<file path="src/rtl/dlx_decode_stage.sv">
`default_nettype none
// +----------------------------------------------------------------------------+
// | Module  : dlx_decode_stage                                                 |
// | Brief   : Registered valid/ready DLX decoder with load-use interlock.      |
// | Revision: 1.0                                                              |
// +----------------------------------------------------------------------------+
module dlx_decode_stage #(
    parameter int unsigned LOAD_DELAY = 1,
    parameter int unsigned LINK_REG   = 31
) (
    input  logic        clk,
    input  logic        reset,
    input  logic        in_valid,
    output logic        in_ready,
    input  logic [31:0] in_inst,
    input  logic [31:0] in_pc,
    input  logic        flush,
    output logic        out_valid,
    input  logic        out_ready,
    output logic [31:0] out_pc,
    output logic [4:0]  out_rs1,
    output logic [4:0]  out_rs2,
    output logic [4:0]  out_rd,
    output logic [31:0] out_imm,
    output logic [5:0]  out_func,
    output logic [16:0] out_ctrl,
    output logic        out_illegal
);

    localparam logic [5:0] c_op_special = 6'h00;
    localparam logic [5:0] c_op_fparith = 6'h01;
    localparam logic [5:0] c_op_j       = 6'h02;
    localparam logic [5:0] c_op_jal     = 6'h03;
    localparam logic [5:0] c_op_beqz    = 6'h04;
    localparam logic [5:0] c_op_bnez    = 6'h05;
    localparam logic [5:0] c_op_addi    = 6'h08;
    localparam logic [5:0] c_op_addui   = 6'h09;
    localparam logic [5:0] c_op_subi    = 6'h0A;
    localparam logic [5:0] c_op_subui   = 6'h0B;
    localparam logic [5:0] c_op_andi    = 6'h0C;
    localparam logic [5:0] c_op_ori     = 6'h0D;
    localparam logic [5:0] c_op_xori    = 6'h0E;
    localparam logic [5:0] c_op_lhi     = 6'h0F;
    localparam logic [5:0] c_op_jr      = 6'h12;
    localparam logic [5:0] c_op_jalr    = 6'h13;
    localparam logic [5:0] c_op_slli    = 6'h14;
    localparam logic [5:0] c_op_srli    = 6'h16;
    localparam logic [5:0] c_op_srai    = 6'h17;
    localparam logic [5:0] c_op_seqi    = 6'h18;
    localparam logic [5:0] c_op_snei    = 6'h19;
    localparam logic [5:0] c_op_slti    = 6'h1A;
    localparam logic [5:0] c_op_sgti    = 6'h1B;
    localparam logic [5:0] c_op_slei    = 6'h1C;
    localparam logic [5:0] c_op_sgei    = 6'h1D;
    localparam logic [5:0] c_op_lb      = 6'h20;
    localparam logic [5:0] c_op_lh      = 6'h21;
    localparam logic [5:0] c_op_lw      = 6'h23;
    localparam logic [5:0] c_op_lbu     = 6'h24;
    localparam logic [5:0] c_op_lhu     = 6'h25;
    localparam logic [5:0] c_op_sb      = 6'h28;
    localparam logic [5:0] c_op_sh      = 6'h29;
    localparam logic [5:0] c_op_sw      = 6'h2B;

    localparam bit         c_interlock_en  = (LOAD_DELAY != 0);
    // The hazard cycle itself yields the first bubble, so the counter covers the rest.
    localparam logic [1:0] c_bubble_reload = (LOAD_DELAY > 1) ? 2'(LOAD_DELAY - 1) : 2'd0;

    logic [5:0]  w_op;
    logic        w_is_r, w_is_load, w_is_store, w_is_alu_imm, w_is_link, w_is_jump;
    logic        w_legal, w_zext, w_writes;
    logic [4:0]  w_rs2, w_rd;
    logic [31:0] w_imm;
    logic [5:0]  w_imm_func, w_func;
    logic [16:0] w_ctrl;
    logic        w_uses_rs1, w_uses_rs2, w_hazard;

    logic        r_out_valid;
    logic [1:0]  r_bubble_cnt;
    logic [31:0] r_pc, r_imm;
    logic [4:0]  r_rs1, r_rs2, r_rd;
    logic [5:0]  r_func;
    logic [16:0] r_ctrl;
    logic        r_illegal;

    assign w_op         = in_inst[31:26];
    assign w_is_r       = (w_op == c_op_special) || (w_op == c_op_fparith);
    assign w_is_load    = w_op inside {c_op_lb, c_op_lh, c_op_lw, c_op_lbu, c_op_lhu};
    assign w_is_store   = w_op inside {c_op_sb, c_op_sh, c_op_sw};
    assign w_is_alu_imm = w_op inside {[c_op_addi:c_op_lhi], c_op_slli, c_op_srli, c_op_srai,
                                       [c_op_seqi:c_op_sgei]};
    assign w_is_link    = (w_op == c_op_jal) || (w_op == c_op_jalr);
    assign w_is_jump    = w_op inside {c_op_j, c_op_jal, c_op_jr, c_op_jalr};
    assign w_legal      = w_is_r || w_is_load || w_is_store || w_is_alu_imm || w_is_jump ||
                          (w_op == c_op_beqz) || (w_op == c_op_bnez);
    assign w_zext       = w_op inside {c_op_addui, c_op_subui, c_op_andi, c_op_ori, c_op_xori};
    assign w_writes     = w_is_r || w_is_alu_imm || w_is_load || w_is_link;
    assign w_rs2        = (w_is_r || w_is_store) ? in_inst[20:16] : 5'd0;

    always_comb begin
        w_imm_func = 6'h00;
        case (w_op)
            c_op_addi:  w_imm_func = 6'h20;
            c_op_addui: w_imm_func = 6'h21;
            c_op_subi:  w_imm_func = 6'h22;
            c_op_subui: w_imm_func = 6'h23;
            c_op_andi:  w_imm_func = 6'h24;
            c_op_ori:   w_imm_func = 6'h25;
            c_op_xori:  w_imm_func = 6'h26;
            c_op_slli:  w_imm_func = 6'h04;
            c_op_srli:  w_imm_func = 6'h06;
            c_op_srai:  w_imm_func = 6'h07;
            c_op_seqi:  w_imm_func = 6'h28;
            c_op_snei:  w_imm_func = 6'h29;
            c_op_slti:  w_imm_func = 6'h2A;
            c_op_sgti:  w_imm_func = 6'h2B;
            c_op_slei:  w_imm_func = 6'h2C;
            c_op_sgei:  w_imm_func = 6'h2D;
            default:    w_imm_func = 6'h00;
        endcase
    end

    always_comb begin
        w_rd = 5'd0;
        if (w_legal) begin
            if (w_is_r)                        w_rd = in_inst[15:11];
            else if (w_is_alu_imm || w_is_load) w_rd = in_inst[20:16];
            else if (w_is_link)                w_rd = 5'(LINK_REG);
        end

        if (w_op == c_op_lhi)                         w_imm = {in_inst[15:0], 16'h0000};
        else if ((w_op == c_op_j) || (w_op == c_op_jal)) w_imm = {{6{in_inst[25]}}, in_inst[25:0]};
        else if (w_zext)                              w_imm = {16'h0000, in_inst[15:0]};
        else                                          w_imm = {{16{in_inst[15]}}, in_inst[15:0]};

        w_func = 6'h00;
        if (w_legal) begin
            if (w_is_r)                       w_func = in_inst[5:0];
            else if (w_is_load || w_is_store) w_func = 6'h20;
            else                              w_func = w_imm_func;
        end

        w_ctrl = 17'd0;
        if (w_legal) begin
            w_ctrl[0]  = w_is_store;
            w_ctrl[1]  = w_writes && (w_rd != 5'd0);
            w_ctrl[2]  = w_is_r;
            w_ctrl[3]  = (w_op == c_op_beqz);
            w_ctrl[4]  = (w_op == c_op_bnez);
            w_ctrl[5]  = w_is_jump;
            w_ctrl[6]  = (w_op == c_op_jr) || (w_op == c_op_jalr);
            w_ctrl[7]  = w_is_link;
            w_ctrl[8]  = !w_is_r;
            w_ctrl[9]  = !w_zext;
            w_ctrl[10] = !((w_op == c_op_lbu) || (w_op == c_op_lhu));
            w_ctrl[11] = w_is_load;
            w_ctrl[12] = (w_op == c_op_sb);
            w_ctrl[13] = (w_op == c_op_sh);
            w_ctrl[14] = (w_op == c_op_lb) || (w_op == c_op_lbu);
            w_ctrl[15] = (w_op == c_op_lh) || (w_op == c_op_lhu);
            w_ctrl[16] = (w_op == c_op_lhi);
        end
    end

    // Load-use: the held load's destination is a source of the incoming instruction.
    assign w_uses_rs1 = !((w_op == c_op_j) || (w_op == c_op_jal));
    assign w_uses_rs2 = w_is_r || w_is_store;
    assign w_hazard   = c_interlock_en && r_out_valid && r_ctrl[11] && (r_rd != 5'd0) && in_valid &&
                        ((w_uses_rs1 && (in_inst[25:21] == r_rd)) ||
                         (w_uses_rs2 && (in_inst[20:16] == r_rd)));

    assign in_ready = flush ||
                      ((!r_out_valid || out_ready) && (r_bubble_cnt == 2'd0) && !w_hazard);

    always_ff @(posedge clk) begin
        if (reset) begin
            r_out_valid  <= 1'b0;
            r_bubble_cnt <= 2'd0;
            r_pc         <= 32'd0;
            r_rs1        <= 5'd0;
            r_rs2        <= 5'd0;
            r_rd         <= 5'd0;
            r_imm        <= 32'd0;
            r_func       <= 6'd0;
            r_ctrl       <= 17'd0;
            r_illegal    <= 1'b0;
        end else if (flush) begin
            r_out_valid  <= 1'b0;
            r_bubble_cnt <= 2'd0;
        end else if (r_bubble_cnt != 2'd0) begin
            r_bubble_cnt <= r_bubble_cnt - 2'd1;
        end else if (in_valid && in_ready) begin
            r_out_valid  <= 1'b1;
            r_pc         <= in_pc;
            r_rs1        <= in_inst[25:21];
            r_rs2        <= w_rs2;
            r_rd         <= w_rd;
            r_imm        <= w_imm;
            r_func       <= w_func;
            r_ctrl       <= w_ctrl;
            r_illegal    <= !w_legal;
        end else if (out_ready) begin
            r_out_valid <= 1'b0;
            if (w_hazard) begin
                r_bubble_cnt <= c_bubble_reload;
            end
        end
    end

    assign out_valid   = r_out_valid;
    assign out_pc      = r_pc;
    assign out_rs1     = r_rs1;
    assign out_rs2     = r_rs2;
    assign out_rd      = r_rd;
    assign out_imm     = r_imm;
    assign out_func    = r_func;
    assign out_ctrl    = r_ctrl;
    assign out_illegal = r_illegal;

endmodule
`default_nettype wire
</file>
<file path="config.mk">
export PLATFORM = sky130hd
export DESIGN_NAME = dlx_decode_stage
export DESIGN_NICKNAME = d
export VERILOG_FILES = /design/src/rtl/dlx_decode_stage.sv
export SDC_FILE = /design/constraint.sdc
export NUM_CORES = 1
export LEC_CHECK = 0
export CAP_MARGIN = 10
export CORE_UTILIZATION = 44
export DETAILED_ROUTE_END_ITERATION = 6
export MAX_ROUTING_LAYER = met4
export PLACE_DENSITY = 0.88
export SYNTH_ARGS = -nofsm -noshare
export SYNTH_HDL_FRONTEND = slang
export SYNTH_SLANG_ARGS = --single-unit
export TNS_END_PERCENT = 5
</file>
<file path="constraint.sdc">
create_clock -name clk -period 2.4 [get_ports clk]
set_clock_uncertainty 0.1 [all_clocks]
set_input_delay 0.36 -clock clk [delete_from_list [all_inputs] [get_ports clk]]
set_output_delay 0.36 -clock clk [all_outputs]
set_load 0.03 [all_outputs]
</file>
; Word-level counts from Yosys, hierarchy flattened
; Memory sizes are Yosys's and may differ from the RTL's.
; Cells that the tools add are included.
[totals]
register_bits = 106
romBits = 160
in_bits = 69
out_inout_bits = 105
memories = 1
[mem_list]
columns = name, words, width, read_ports, rd_ports_with_merged_regs, write_ports, line_no
row1 = (no name shown), 32, 5, 1, 0, 0, 101  ; case (w_op)
[classes]
addsub = 1
magnitude_cmp = 4
eq_ne = 27
n_mux = 19
bitwise_logic = 2
n_reduce_logical = 58
[op_table]
columns = operator, n
row1 = $mux 32, 3
row2 = $eq 6x6->1 const B, 8
row3 = $eq 6x4->1 const B, 6
row4 = $eq 6x5->1 const B, 5
row5 = $mux 5, 5
row6 = $reduce_bool 5->1, 5
row7 = $mux 6, 4
row8 = $logic_or 1x1->1, 22
row9 = $mux 17, 1
row10 = $eq 6x2->1 const B, 2
row11 = $eq 6x3->1 const B, 2
row12 = $logic_and 1x1->1, 12
row13 = $eq 5x5->1, 2
row14 = $mux 2, 4
row15 = $reduce_bool 2->1, 4
row16 = $logic_not 1->1, 7
row17 = $eq 6x1->1 const B, 1
row18 = $ge 6x4->1 const B, 1
row19 = $ge 6x5->1 const B, 1
row20 = $le 6x4->1 const B, 1
row21 = $le 6x5->1 const B, 1
row22 = $logic_not 6->1, 1
row23 = $reduce_and 3->1, 2
row24 = $reduce_bool 4->1, 1
row25 = other kinds (8), 10

; Logic depth before layout (Yosys ltp)
[depth]
depth_word = 12
depth_mapped = 9
ltp_nobuf = 6

; Worst setup path after synthesis
; No wires, ideal clock.
[synth_path]
kind = input to register
from = input port in_inst[30]
to = register r_imm[21], in the netlist out_imm[21]
setup_ns = 0.132
arrival_ns = 1.879
required_time_ns = 2.168
setup_slack_ns = 0.289
stages = 9
n_path_buf = 3
cell_sequence = buf_6 or3_1 o32ai_2 nand4_1 and3_1 buf_4 buf_4 o211ai_1 a21oi_1
[synth_via]
elab_chain_len = 11
elab_cells_between_ends = 31
cone_classes = eq/ne (12) / mux (3) / reduce/logical (16)
[synth_lines]
columns = item, line_no
row1 = "start, declared", 15  ; input logic [31:0] in_inst,
row2 = "$eq 6x6->1, or another cell as far along", 88  ; assign w_is_store = w_op inside {c_op_sb, c_op_sh, c_op_sw};
row3 = "$reduce_bool 3->1, or another cell as far along", 88
row4 = $logic_or 1x1->1 or $logic_not 1->1 (tied branches), "166, 165"
row5 = $logic_and 1x1->1 (on tied branches), "169, 168"
row6 = $logic_or 1x1->1, 168  ; ((w_uses_rs1 && (in_inst[25:21] == r_rd)) ||
row7 = $logic_and 1x1->1, 167  ; assign w_hazard = c_interlock_en && r_out_valid && r_ctrl[11] && (r_rd != 5'd0) && in_valid &&
row8 = $logic_not 1->1, 172  ; ((!r_out_valid || out_ready) && (r_bubble_cnt == 2'd0) && !w_hazard);
row9 = $logic_and 1x1->1, 172
row10 = $logic_or 1x1->1, 171  ; assign in_ready = flush ||
row11 = $logic_and 1x1->1, 191  ; end else if (in_valid && in_ready) begin
row12 = $reduce_and 3->1 (no line), -
row13 = "end signal, assigned", 197  ; r_imm <= w_imm;
row14 = "end, declared", 79  ; logic [31:0] r_pc, r_imm;
; Several ways; a longest one is shown, not always the timed one.
; A chain may end at the register's enable or synchronous reset.

; Worst setup path after layout
[layout_path]
from = register r_rd[1], in the netlist out_rd[1]
to = output port in_ready
[layout_via]
elab_chain_len = 7
elab_cells_between_ends = 12
cone_classes = eq/ne (2) / reduce/logical (10)
[layout_lines]
columns = item, line_no
row1 = "start, declared", 80  ; logic [4:0] r_rs1, r_rs2, r_rd;
row2 = "start signal, assigned", 196  ; r_rd <= w_rd;
row3 = "$eq 5x5->1, or another cell as far along", 168
row4 = $logic_and 1x1->1 (on tied branches), "168, 167, 169"
row5 = $logic_or 1x1->1 or $logic_and 1x1->1 (tied branches), "168, 167"
row6 = $logic_and 1x1->1 *, 167
row7 = $logic_not 1->1 *, 172
row8 = $logic_and 1x1->1 *, 172
row9 = $logic_or 1x1->1 *, 171
row10 = "end, declared", 14  ; output logic in_ready,
; Every way passes the cells marked *; elsewhere a longest branch is shown, timed or not.

==> impl_metrics.tcl <==
set metrics [dict create \
    design.core.area_um2 10280 \
    power.leakage_nw 2.685 \
    port_buffers 173 \
    worstHoldPathType "in2reg" \
    placed_area_um2 6920 \
    grt_use_total_pct 27.58 \
    diodes 0 \
    min_period_ps 2377 \
    grt_overflow_total 0 \
    placementRows 37 \
    finish.utilization_pct 69.91 \
    synth_area_um2 4636 \
    synthCells 603 \
    start_util_pct 45.11 \
    synth.avg_cell_area_um2 7.688 \
    hold_viol 0 \
    globalplace.congestion 0.9056 \
    fill_cells 826 \
    fin_ws_ps 23.44 \
    tightest_slew_ps 435.1 \
    synth_area_leaders "dfxtp_1, nand2_1, a21oi_1, nand3_1, o211ai_1" \
    cts-buffers-inserted 9 \
    fin_nets 884 \
    grt_pass1_vias 5014 \
    post-route-drc-count 0 \
    max_stage_delay_ps 370 \
    cts_tree "done" \
    power_density_nw_per_um2 525.9 \
    finalWirelength_mm 14.96 \
    drt_iter0_drc 391 \
    worstSetupEndpointType "primary output" \
    design_area_um2 7184 \
    ant_nets 0 \
    setup_viol 0 \
    cts_max_level 3 \
    status "finished clean" \
    via_count 5153 \
    critPathSlowestCell "dfxtp_4" \
    vias_per_cell 5.396 \
    wl_per_cell_um 15.66 \
    yosys-top-cells-count "nand2_1, a21oi_1, dfxtp_1" \
    synthDistinctLibCells 47 \
    syn_to_final_growth_pct 54.98 \
    pre_cts_ws_ps -299.7 \
    fmax_mhz 420.8 \
    clkTransAtPathRegs_ps 100 \
    clockBufferDepth 2 \
    drive_gt1_share_pct 13.68 \
    grt_start_max_net_pins 89 \
    io_pins 174 \
    async_flop_share_pct 0 \
    yosysTopAreaCellShare_pct 45.78 \
    crit_chain "buf_4, nor3_1, a21oi_2, a41oi_4, buf_4, a21o_1, buf_6" \
    die_w_um 104.6 \
    finalMaxSlewViolations 0 \
    antenna_found_initial 0 \
    start_kind "flop" \
    fin_tns_setup_ps 0 \
    die_y_um 104.6 \
    crit_top_cell "buf_4" \
    clk_latency_ps 360 \
    critPathMaxFanout 3 \
    ys_ff_latch 106 \
    synth_top_area_cell "dfxtp_1" \
    slew_headroom_pct 70.73 \
    cts_sinks 106 \
    hpwl_mm 11.05 \
    grt_pass1_wl_mm 23.97 \
    ys_warn_count 0 \
    root_buffer "clkbuf_8" \
    ys.flop_type "dfxtp_1" \
    crit_required_ps 1940 \
    yosysMostFrequentCell "nand2_1" \
    seq_area_frac_synth_pct 45.78 \
    dieArea_um2 10950 \
    cap_viol_max_count 0 \
    syn-num-nets 672 \
    worstPathArrival_ps 1920 \
    synth_edf_count 0 \
    firstDrtPassIters 5 \
    critical_path_class "reg2out" \
    min_period_over_period_pct 99.02 \
    peakVddDrop_mv 0.3288 \
]
-- metal layers --
metal | wire length (um) | share of wire, % | global-route usage, % | vias to the layer above
li1 | - | - | - | 2479
met1 | 6260 | 42 | 33.01 | 2401
met2 | 7206 | 48 | 46.55 | 240
met3 | 1089 | 7.3 | 4.803 | 33
met4 | 400 | 2.7 | 10.06 | 0
met5 | 0 | 0 | - | -
-- through the flow --
step	power [mW]	std cells	hold WS, ps
floorplan	2.342	603	304.0
global placement	2.762	935	313.5
detailed placement	2.784	935	319.8
CTS	3.781	953	195.4
global route	3.934	955	197.6
finish	3.778	955	209.6
-- flip-flops by register name (all words and copies together), names as in the netlist --
name          count
out_ctrl         17
out_valid         1
out_func          6
out_illegal       1
out_rs2           5
out_rs1           5
out_pc           32
out_imm          32
out_rd            5
r_bubble_cnt      2
-- path summary, 6_finish.rpt --
kind                    from              end  slack (ps)  cells after the start
max                out_rd[1]         in_ready          20                      7
min reg2reg  r_bubble_cnt[0]  r_bubble_cnt[0]         330                      1
max reg2reg        out_rd[1]      out_imm[23]         170                      9
min                    reset       out_imm[6]         210                      2
-- what timing repair did --
item                                   in CTS  in global routing
hold buffers                                0                  0
endpoints found under the hold margin       0                  0
setup endpoints to repair                   1                  5
pin swaps                                   3                  4
resized for setup                           5                 13
buffers inserted                            3                  2
-- cell families (layout without fill, tap and decap cells) --
group / Yosys count / count (layout) / synth area share, %
AND/OR/NAND/NOR: 268 / 268 / 25.56
AO/OA/AOI/OAI: 158 / 158 / 20.49
flip-flops: 106 / 106 / 45.78
buffers and inverters: 59 / 275 / 5.884
XOR/XNOR: 11 / 11 / 2.078
multiplexers: 1 / 1 / 0.2159
-- cells in the final DEF (no fill, tap or decap), drive strengths merged, types with 6 or more instances in the layout --
cell and n:
nand2 162, o211ai 17, nor2 25, clkdlybuf4s50 163, dfxtp 106, a211oi 6
clkbuf 9, o21ai 9, buf 81, nor3 9, xor2 11, a21oi 108
nor2b 9, inv 11, nand3 35
-- layout make-up --
cell class | instances | area (um^2) | share of cell area, %
flip-flops and latches | 106 | 2127 | 29.61
inverters | 8 | 30.03 | 0.4180
clock buffers | 9 | 123.9 | 1.724
multi-input cells | 438 | 2290 | 31.87
well taps | 136 | 170.2 | 2.369
repair buffers | 252 | 2395 | 33.33
clock inverters | 6 | 48.80 | 0.6792
-- where the power goes --
| group | total [mW] | internal [mW] | switching (mW) |
|---|---|---|---|
| sequential | 1.87 | 1.83 | 0.0421 |
| clock | 1.02 | 0.385 | 0.632 |
| combinational | 0.888 | 0.405 | 0.483 |
-- critical path: cells and delay by family, from the launching register on --
family | cells | cell delay, ps
buf+inv | 3 | 450
compound gates | 3 | 450
flops | 1 | 370
simple gates | 1 | 290
Note: power is estimated with default switching activity, not from simulation.
